$ cat src/rtl/serial_adder_pkg.sv
// Shared definitions for the bit-serial adder.
//   state_e : FSM state encoding (IDLE, ADD, DONE); code 2'd3 is unused and
//             the FSM treats it as IDLE.
package serial_adder_pkg;

    typedef enum logic [1:0] {
        S_IDLE = 2'd0,
        S_ADD  = 2'd1,
        S_DONE = 2'd2
    } state_e;

endpackage

$ cat src/rtl/serial_adder_full_adder.sv
// One-bit full adder cell used by the bit-serial adder.
//   a, b, cin : addend bits and carry-in
//   sum       : a ^ b ^ cin
//   carry     : carry-out
module Full_Adder (
    input  logic a,
    input  logic b,
    input  logic cin,
    output logic sum,
    output logic carry
);

    assign sum   = a ^ b ^ cin;
    assign carry = (a & b) | (cin & (a ^ b));

endmodule

$ cat src/rtl/serial_adder.sv
// Bit-serial WIDTH-bit adder. Operands are captured on start, added LSB-first
// one bit per clock through a single Full_Adder and a registered carry, and
// the full word is returned with a one-cycle done pulse.
//   clk         : system clock, rising edge
//   rst         : asynchronous reset, active low
//   start       : begin an addition (only looked at in IDLE)
//   a, b, cin   : operands, captured on the accepting edge
//   busy        : high while bits are being added
//   done        : one-cycle pulse, sum/cout valid from this cycle on
//   sum, cout   : registered result, held until the next completion
//
// state  | meaning
// S_IDLE | waiting for start
// S_ADD  | one operand bit added per edge
// S_DONE | result just written, done pulse
module serial_adder
    import serial_adder_pkg::*;
#(
    parameter int WIDTH = 8
) (
    input  logic             clk,
    input  logic             rst,
    input  logic             start,
    input  logic [WIDTH-1:0] a,
    input  logic [WIDTH-1:0] b,
    input  logic             cin,
    output logic             busy,
    output logic             done,
    output logic [WIDTH-1:0] sum,
    output logic             cout
);

    localparam int CNT_W = (WIDTH > 1) ? $clog2(WIDTH) : 1;
    localparam logic [CNT_W-1:0] CNT_LAST = CNT_W'(WIDTH - 1);

    state_e           state_q, state_d;
    logic [CNT_W-1:0] cnt_q, cnt_d;
    logic [WIDTH-1:0] sa_q, sa_d;
    logic [WIDTH-1:0] sb_q, sb_d;
    logic [WIDTH-1:0] ss_q, ss_d;
    logic             carry_q, carry_d;
    logic [WIDTH-1:0] sum_q, sum_d;
    logic             cout_q, cout_d;

    logic             fa_sum;
    logic             fa_carry;
    logic [WIDTH-1:0] ss_shift;

    Full_Adder u_fa (
        .a     (sa_q[0]),
        .b     (sb_q[0]),
        .cin   (carry_q),
        .sum   (fa_sum),
        .carry (fa_carry)
    );

    // New sum bit enters at the MSB so after WIDTH shifts bit 0 lines up.
    assign ss_shift = {fa_sum, ss_q[WIDTH-1:1]};

    always_comb begin
        state_d = state_q;
        cnt_d   = cnt_q;
        sa_d    = sa_q;
        sb_d    = sb_q;
        ss_d    = ss_q;
        carry_d = carry_q;
        sum_d   = sum_q;
        cout_d  = cout_q;
        case (state_q)
            S_IDLE: begin
                if (start) begin
                    sa_d    = a;
                    sb_d    = b;
                    carry_d = cin;
                    cnt_d   = '0;
                    ss_d    = '0;
                    state_d = S_ADD;
                end
            end
            S_ADD: begin
                sa_d    = sa_q >> 1;
                sb_d    = sb_q >> 1;
                ss_d    = ss_shift;
                carry_d = fa_carry;
                if (cnt_q == CNT_LAST) begin
                    // Counter is left at its last value so it never wraps.
                    sum_d   = ss_shift;
                    cout_d  = fa_carry;
                    state_d = S_DONE;
                end else begin
                    cnt_d = cnt_q + CNT_W'(1);
                end
            end
            S_DONE: begin
                state_d = S_IDLE;
            end
            default: begin
                state_d = S_IDLE;
            end
        endcase
    end

    always_ff @(posedge clk or negedge rst) begin
        if (!rst) begin
            state_q <= S_IDLE;
            cnt_q   <= '0;
            sa_q    <= '0;
            sb_q    <= '0;
            ss_q    <= '0;
            carry_q <= 1'b0;
            sum_q   <= '0;
            cout_q  <= 1'b0;
        end else begin
            state_q <= state_d;
            cnt_q   <= cnt_d;
            sa_q    <= sa_d;
            sb_q    <= sb_d;
            ss_q    <= ss_d;
            carry_q <= carry_d;
            sum_q   <= sum_d;
            cout_q  <= cout_d;
        end
    end

    assign busy = (state_q == S_ADD);
    assign done = (state_q == S_DONE);
    assign sum  = sum_q;
    assign cout = cout_q;

endmodule

$ cat config.mk
export PLATFORM = sky130hd
export DESIGN_NAME = serial_adder
export DESIGN_NICKNAME = d
export VERILOG_FILES = /design/src/rtl/serial_adder_pkg.sv /design/src/rtl/serial_adder_full_adder.sv /design/src/rtl/serial_adder.sv
export SDC_FILE = /design/constraint.sdc
export NUM_CORES = 1
export LEC_CHECK = 0
export BUFFER_PORTS_ARGS = -buffer_cell sky130_fd_sc_hd__buf_2
export CORE_ASPECT_RATIO = 1.1
export CORE_MARGIN = 5
export CORE_UTILIZATION = 40
export DETAILED_ROUTE_END_ITERATION = 7
export PLACE_DENSITY = 0.71
export SETUP_SLACK_MARGIN = 0.05
export SKIP_CTS_REPAIR_TIMING = 1
export SLEW_MARGIN = 10
export SYNTH_ARGS = -nofsm -noshare
export SYNTH_HDL_FRONTEND = slang
export SYNTH_SLANG_ARGS = --single-unit
$ cat constraint.sdc
create_clock -name clk -period 1.8 [get_ports clk]
set_input_delay 0.36 -clock clk [delete_from_list [all_inputs] [get_ports clk]]
set_output_delay 0.36 -clock clk [all_outputs]
set_load 0.03 [all_outputs]
* Word level (Yosys, flattened, before mapping) *
Cells that the tools add are included.

storage, ports and cells
  bits of input ports = 20
  register bits = 39
  output and inout port bits = 11
  logic and storage cells = 40

cells by class
  equality and inequality tests = 6
  bitwise gates (word level) = 5
  add/sub/neg operators = 1
  reductions and logical operators = 6
  muxes and demuxes = 14

operators with widths
  cell                                                                    number
  8-bit one-hot mux with 2 select lines                                   3
  8-bit 2-to-1 mux                                                        3
  3-bit 2-to-1 mux                                                        2
  3-bit one-hot mux with 2 select lines                                   1
  2-bit AND reduction                                                     3
  2-bit 2-to-1 mux                                                        2
  2-bit != test (second input constant)                                   2
  2-bit one-hot mux with 2 select lines                                   1
  3-bit by 1-bit adder with 3-bit output (second input constant)          1
  3-bit equality test (second input constant)                             1
  3-bit AND reduction                                                     1
  1-bit bitwise AND                                                       2
  2-bit by 1-bit equality test with 1-bit output (second input constant)  1
  2-bit equality test (second input constant)                             1
  2-bit logical NOT                                                       1
  2-bit by 1-bit != test with 1-bit output (second input constant)        1
  1-bit one-hot mux with 2 select lines                                   1
  2-bit nonzero test                                                      1
  1-bit bitwise XOR                                                       2
  1-bit 2-to-1 mux                                                        1
  1-bit OR                                                                1

* Longest topological paths before layout *
Gate-level depths: netlist of the first run.

  depth in word-level cells = 4
  depth in mapped cells = 6
  depth with buffers taken out = 5

* Cells and area by module *
From an unflattened synthesis of the first run, not the netlist that was laid out.

unflattened totals
  cell total of the unflattened synthesis = 149
  area total of the unflattened synthesis = 1739.2 µm²

by module, submodules not included
  module        area an instance (µm²)  cells each  instances  seq. area each (µm²)
  serial_adder  1719.1                  148         1          950.9
  Full_Adder    20.0                    1           1          0.0

* Worst setup path before layout of the first run *
No wires, ideal clock.

  path type = register to output
  from = register state_q[1]
  to = output port done
  path slack = 0.234 ns
  arrival time = 1.206 ns
  required time = 1.440 ns
  buffers on the path = 1
  stages on the path, launching flop included = 4
  cells stage by stage = dfrtp_1 -> clkinv_1 -> buf_2 -> nor2_1

on the way
  cells in the longest elaborated chain, start to end = 1

RTL lines
  element                   RTL line             source
  start: declaration        serial_adder.sv:36   state_e state_q, state_d;
  start signal: assignment  serial_adder.sv:114  state_q <= state_d;
  2-bit equality test       serial_adder.sv:126  assign done = (state_q == S_DONE);
  end: declaration          serial_adder.sv:28   output logic done,

Every way passes these cells.

* Final worst setup path of the first run *
  from = register state_q[1]
  to = output port busy

on the way
  cells in the longest elaborated chain, start to end = 1

RTL lines
  element                                         RTL line             source
  2-bit by 1-bit equality test with 1-bit output  serial_adder.sv:125  assign busy = (state_q == S_ADD);
  end: declaration                                serial_adder.sv:27   output logic busy,

Every way passes these cells.

==> metrics.md, run 1 <==
| Metric | Value |
|---|---|
| Nets | ~210 |
| Register area share after synthesis | 0.547 |
| Gr busiest metal | met2 |
| H-Tree Depth | 2 |
| First-pass GRT wire length | ~6000 µm |
| Actual slew at the worst max-slew pin | between 0.4 and 0.5 ns |
| Reg2Reg Capture Point | cnt_q[0] |
| Startpoint Class | flop |
| Skew final | around 0.0067 ns |
| Critical path class | reg2out |
| Largest net degree at the start of global routing | 22 |
| Met3 usage | 0.0443 |
| Maximum buffer depth of the clock tree | 2 |
| Number of antenna diodes | 0 |
| TritonCTS clock tree | done |
| Final setup TNS | 0 ns |
| Hpwl dp | around 2400 µm |
| IO Pins | 31 |
| Initial antenna violation count | 0 |
| Synthesized area | 1740 µm² |
| Largest family of logic cells by synthesized area | compound AO/OA/AOI/OAI gates |
| Via count | about 1300 |
| Antenna viol nets, final | 0 |
| Post-route DRC | 0 |
| Max-Cap Viols | 0 |
| Required time worst endpoint | 1.44 ns |
| Xor and xnor area share after synthesis | 0 |
| Worst-Skew Late Latency | a little under 0.3 ns |
| Synth top area share | 0.547 |
| Register area | between 900 and 1000 µm² |
| GRT Total Usage | 0.129 |
| Vias per cell | between 5 and 6 |
| GRT Residual Overflow | 0 |
| Placed cell area | 1960 µm² |
| DR WL/cell | approximately 14 µm |
| Post-Syn Instances | ~150 |
| Arr. time, crit path | about 1.3 ns |
| Worst Path Max Fanout | 9 |
| M1 GR Usage | 0.171 |
| FF-to-FF path depth | 5 |
| GRT met2 Usage | 0.199 |
| R2r setup slk | around 0.23 ns |
| Worst vdd ir | 539 µV |
| Multi-input gate area | between 700 and 800 µm² |
| Hold Violations, Final | 0 |
| Area contributors post-synth | dfrtp_1 (55%), nor3_1 (8.6%), mux2_4 (7.8%) |
| Yosys warns | 0 |
| First drt pass iteration count | 4 |
| WP depth | 3 |
| IO Port Bufs | 30 |
| Core area | around 4300 µm² |
| Top delay family on crit path | flip-flops |
| Clock slew at reported path FFs | ~0.080 ns |
| Mux share of post-synthesis cell area | 0.0899 |
| Minimum clock period | between 1.5 and 2 ns |
| Max_slew headroom | 0.689 |
| Distinct cells, synth | 25 |
| GP Congestion | approximately 0.74 |
| Buffers & Inverters on Critical Path | 2 |
| Mapped Nets | 172 |
| Leakage dissipation | 0.000980 µW |
| Filler cell count | around 410 |
| Clock root cell | clkbuf_8 |
| Area grow syn2layout | 19.4% |
| Outcome | finished, final reports clean |
| Hold WC Path Type | in2async |
| Pins Over Slew Limit | 0 |
| Routed WL | ~3400 µm |
| Placed Cells | 230 |
| Finished Cell Area | between 2000 and 2500 µm² |
| Iteration-0 DRC count of the detailed router | 87 |
| Max stage delay on crit path | 0.46 ns |
| Die height | 79.2 µm |
| Critical-path top delay cell | dfrtp_1 |
| CP Capture Type | output pin |
| Compound-Gate Fraction of Synth Area | 0.151 |
| Fin cells | 238 |
| TritonCTS buffer count | 5 |
| #FFs+latches synth | 38 |
| Tcrit/Tclk final | 0.935 |
| Area leader, netlist | dfrtp_1 |
| FP Rows | 25 |
| Syn Area/Cell | between 10 and 15 µm² |
| Post-Synth Adder-Cell Area | 0.0259 |
| Final core occ | 0.488 |
| Commonest cells in the netlist | dfrtp_1 (38), nor3_1 (30), o22ai_1 (15), a22o_1 (12) |
| CP Cell Sequence | nand2b_2 -> inv_8 -> buf_2 |
| Simple-gate share of the synthesized area | 0.140 |
| Most frequent cell after synthesis | dfrtp_1 |
| Post-synth EDFFs | 0 |
| Count of final setup violators | 0 |
| Top FF cell, synth | dfrtp_1 |
| RSZ-0062 raised after global routing | false |
| Die Wd | between 70 and 80 µm |
| Fraction of layout instances using a drive strength above 1 | 0.321 |
| Full die area | 5770 µm² |
| Fmax | 594 MHz |
| Initial Utilization | 0.409 |
| Launch point of the worst reg-to-reg path | cnt_q[0] |
| Sinks on Clock Net | 38 |
| Power density over the cells | 1800 nW/µm² |
| Number of global-route vias before repair | 1260 |
| Post-synth ARST share | 1.00 |
-- kinds of logic after synthesis --
| logic type | after synthesis |
|---|---|
| adder cells (fa/ha/maj) | 3 |
| AND/OR/NAND/NOR | 47 |
| multiplexers | 11 |
| AO/OA/AOI/OAI | 36 |
| flip-flops | 38 |
| buffers and inverters | 14 |
-- how the worst max path moves through the flow --
stage                     startpoint  endpoint  slack [ns]
final                     state_q[1]      busy        0.12
after global routing      state_q[1]      busy        0.05
after CTS                 state_q[1]      busy        0.07
after detailed placement    cnt_q[0]  cnt_q[0]        0.24
after global placement      cnt_q[0]  cnt_q[0]        0.29
after floorplan           state_q[1]      done        0.23
-- sequential cells by signal, summed over array words and instances (netlist names) --
name	cells
sum	8
sa_q	8
cnt_q	3
cout	1
ss_q	7
sb_q	8
carry_q	1
state_q	2
-- final cells by class --
cell class              instances  share of cell area
clock inverters                 3              0.0193
clock buffers                   5              0.0332
flip-flops and latches         38               0.458
well taps                      54              0.0325
repair buffers                 37               0.104
inverters                       4              0.0108
multi-input cells              97               0.342
-- per-stage QoR --
stage	hold slack (ns)	total power, µW	worst slack (ns)
6_report	0.0133	3730	0.118
2_1_floorplan	0.0644	2690	0.234
3_3_place_gp	0.334	3000	0.294
5_1_grt	0.0459	4010	0.0501
4_1_cts	0.0199	3770	0.0665
3_5_place_dp	0.345	3050	0.244
-- layout by cell type (no fill, tap or decap), types with 4 or more instances in the layout --
master / instances
dfrtp_1: 38
nor3_1: 30
buf_2: 30
o22ai_1: 15
a22o_1: 12
nor2_1: 9
mux2_4: 9
buf_4: 6
o32ai_1: 5
clkbuf_8: 5
o21ai_0: 4
-- layer usage --
metal,up-vias,share of wire
li1,623,-
met1,648,0.46
met2,38,0.46
met3,7,0.066
met4,0,0.011
met5,-,0
-- worst register-to-register path, delay by kind of cell (launching register included) --
family          cells  cell delay (ns)
fa+ha+maj           2             0.51
flops               1             0.39
mux                 1             0.27
compound gates      1             0.17
simple gates        1             0.12
-- power breakdown --
| group | switching, µW | internal, µW |
|---|---|---|
| clock | 299 | 408 |
| combinational | 799 | 705 |
| sequential | 286 | 1240 |
No activity file was read; power rests on OpenSTA's default activity.
==> run 2: changes to the inputs <==
ABC_AREA = 1   (was unset)
==> run 2 against run 1 <==
The run now ends with negative hold slack left. Highest routed layer unchanged. Sequential share of layout area grew 0.96 points. Synthesized area grew 1.2%. Largest power group is now combinational logic. Critical path depth is the same. Count of clock-buffer cells in the layout grew 2. Global-route usage grew 1.5 points. Routed wire length grew 6.1%.
==> metrics.md, run 2 <==
| Metric | Value |
|---|---|
| First-pass GRT wire length | 6590 µm (+12%) |
| Hold Violations, Final | 6 (+6) |
| Post-synth ARST share | 1.00 (unchanged) |
| Pins Over Slew Limit | 0 (unchanged) |
| Max-Cap Viols | 0 (unchanged) |
| Hold slack final | -0.00563 ns (-0.0190 ns) |
| Iteration-0 DRC count of the detailed router | 80 (-8.0%) |
| FF-to-FF path depth | 8 (+3) |
| Initial Utilization | 0.411 (+0.00169) |
| Placed cell area | 1940 µm² (-1.1%) |
| Arr. time, crit path | 1.26 ns (-0.06 ns) |
| Psw | 1500 µW (+8.5%) |
| R2r setup slk | 0.24 ns (about the same) |
| Synthesized area | 1760 µm² (+1.2%) |
| Post-Syn Instances | 214 (+44%) |
| Clock slew at reported path FFs | 0.07 ns (about the same) |
| Most frequent cell after synthesis | nand2_1 |
| TritonCTS buffer count | 5 (unchanged) |
| Logic pwr share | 0.436 (+0.033) |
| Maximum buffer depth of the clock tree | 2 (unchanged) |
| Startpoint Class | flop |
| Max_slew headroom | 0.701 (+0.0115) |
| Max stage delay on crit path | 0.38 ns (-0.08 ns) |
| Hpwl dp | 2610 µm (+10%) |
| Synth top area share | 0.541 (-0.00622) |
| Gr busiest metal | met2 |
| Area contributors post-synth | dfrtp_1 (54%), nand2_1 (22%), nand3_1 (6.0%) |
| Fmax | 619 MHz (+4.1%) |
| Count of final setup violators | 0 (unchanged) |
| RSZ-0062 raised after global routing | false |
| Worst-Skew Late Latency | 0.29 ns (about the same) |
| Clock root cell | clkbuf_8 |
| Most frequent cells in the layout | nand2_1 (105), dfrtp_1 (38), buf_2 (30) |
| Full die area | 5830 µm² (+1.0%) |
| Tcrit/Tclk final | 0.898 (-0.0367) |
| Area leader, netlist | dfrtp_1 |
| Place WS | 0.265 ns (+0.0205 ns) |
| Worst vdd ir | 683 µV (+27%) |
| CP Capture Type | output pin |
| Reg2Reg Capture Point | cout |
| P_int | 2060 µW (-12%) |
| Power density over the cells | 1750 nW/µm² (-2.7%) |
| Sinks on Clock Net | 38 (unchanged) |
| FP Rows | 25 (unchanged) |
| Switch share | 0.422 (+0.0513) |
| Post-route setup slack | 0.184 ns (+0.0661 ns) |
| Number of global-route vias before repair | 1521 (+21%) |
| Distinct cells, synth | 15 (-40%) |
| Area grow syn2layout | 15.6% |
| Leakage dissipation | 0.00114 µW (+16%) |
| #FFs+latches synth | 38 (unchanged) |
| Post-route DRC | 0 (unchanged) |
| Launch point of the worst reg-to-reg path | cnt_q[0] |
| M1 GR Usage | 0.176 (+0.00544) |
| TritonCTS clock tree | done |
| Hold WC Path Type | in2async |
| Flop pwr share | 0.397 (-0.011) |
| Met3 usage | 0.0441 (-0.000223) |
| Commonest non-fill, non-tap cell in the layout | nand2_1 |
| Clk pwr share | 0.167 (-0.022) |
| GRT Residual Overflow | 0 (unchanged) |
| Post-synth EDFFs | 0 (unchanged) |
| Finished Cell Area | 2030 µm² (-2.0%) |
| GRT Total Usage | 0.144 (+0.0145) |
| H-Tree Depth | 2 (unchanged) |
| CP Cell Sequence | buf_4 -> nor2_1 -> buf_2 |
| Crit path to | done |
| Outcome | finished, violations left |
| Fraction of layout instances using a drive strength above 1 | 0.190 (-0.130) |
| Top FF cell, synth | dfrtp_1 |
| Commonest cells in the netlist | nand2_1 (105), dfrtp_1 (38), nand3_1 (21), inv_1 (13), o21ai_0 (11) |
| CP startpoint | state_q[0] |
| Register area share after synthesis | 0.541 (-0.00622) |
| Initial antenna violation count | 0 (unchanged) |
| Final setup TNS | 0 ns (unchanged) |
| Minimum clock period | 1.62 ns (-0.0661 ns) |
| Largest net degree at the start of global routing | 23 (+4.5%) |
| IO Pins | 31 (unchanged) |
| IO Port Bufs | 30 (unchanged) |
| Critical path class | reg2out |
| Critical-path top delay cell | dfrtp_1 |
| Vias per cell | 4.81 (-13%) |
| DR WL/cell | 12.1 µm (-16%) |
| Die height | 79.6 µm (+0.51%) |
| Worst Path Max Fanout | 19 (+10) |
| Die Wd | 73.2 µm (+0.49%) |
| Routed WL | 3650 µm (+6.1%) |
| Via count | 1448 (+10%) |
| Actual slew at the worst max-slew pin | 0.447 ns (-0.0189 ns) |
| Antenna viol nets, final | 0 (unchanged) |
| Failing checks | negative hold slack |
| Skew final | 0.00556 ns (-0.00109 ns) |
| Number of antenna diodes | 0 (unchanged) |
| Required time worst endpoint | 1.44 ns (about the same) |
| Syn Area/Cell | 8.22 µm² (-30%) |
| Nets | 269 (+31%) |
| Yosys warns | 0 (unchanged) |
| Core area | 4290 µm² (+0.74%) |
| GP Congestion | 0.819 (+10%) |
| First drt pass iteration count | 4 (unchanged) |
| Mapped Nets | 237 (+38%) |
| GRT met2 Usage | 0.242 (+0.0429) |
==> run 2: cell count changes after synthesis, sizes merged, moves of 2 or more <==
cell and delta:
nand2 +104, nor3 -30, nand3 +21, o22ai -15, o21ai +13, a22o -12, inv +11, mux2 -10
nor2 -6, o32ai -5, buf +3, clkbuf -3, nand2b -2
==> run 2: kinds of logic after synthesis <==
family	after synthesis	share of synthesized area
AO/OA/AOI/OAI	17	0.0548
adder cells (fa/ha/maj)	3	0.0256
buffers and inverters	24	0.0782
flip-flops	38	0.541
AND/OR/NAND/NOR	132	0.301
==> run 2: worst min-delay path by stage <==
stage,startpoint,end,slack [ns],depth (start not counted)
after floorplan,rst,carry_q,0.06,0
after global placement,rst,cout,0.31,1
after detailed placement,rst,sum[7],0.32,1
after CTS,rst,sum[7],0.004,1
after global routing,rst,state_q[1],0.02,1
final,rst,state_q[1],-0.006,1
==> run 2: final cells by class <==
class,instances,area [µm²]
clock inverter,1,5.00
timing repair buffer,35,200
inverter,14,52.6
tap,54,67.6
multi-input combinational,152,671
fill,449,2250
sequential,38,951
clock buffer,7,86.3
==> run 2: through the flow <==
stage                     cells  total power [µW]   util
after floorplan             214              2620      -
after global placement      293              2950  0.453
after detailed placement    293              3010  0.453
after CTS                   301              3620  0.474
after global routing        301              3930  0.474
final                       301              3560  0.474
==> run 2: critical path: cells and delay by family, from the launching register on <==
family | cells | cell delay, ns
buf+inv | 2 | 0.42
flops | 1 | 0.38
simple gates | 1 | 0.15
==> run 2: power by group through the flow <==
| stage | registers [µW] | clock network (µW) | logic [µW] |
|---|---|---|---|
| 2_1_floorplan | 1570 | 0 | 1050 |
| 3_3_place_gp | 1410 | 0 | 1540 |
| 3_5_place_dp | 1430 | 0 | 1580 |
| 4_1_cts | 1420 | 612 | 1590 |
| 5_1_grt | 1460 | 654 | 1820 |
| 6_report | 1410 | 593 | 1550 |
==> run 2: routing by layer <==
metal,vias to the layer above,wire length (µm)
met5,-,0
met4,0,39
met3,5,197
met2,35,1750
met1,680,1650
li1,728,-
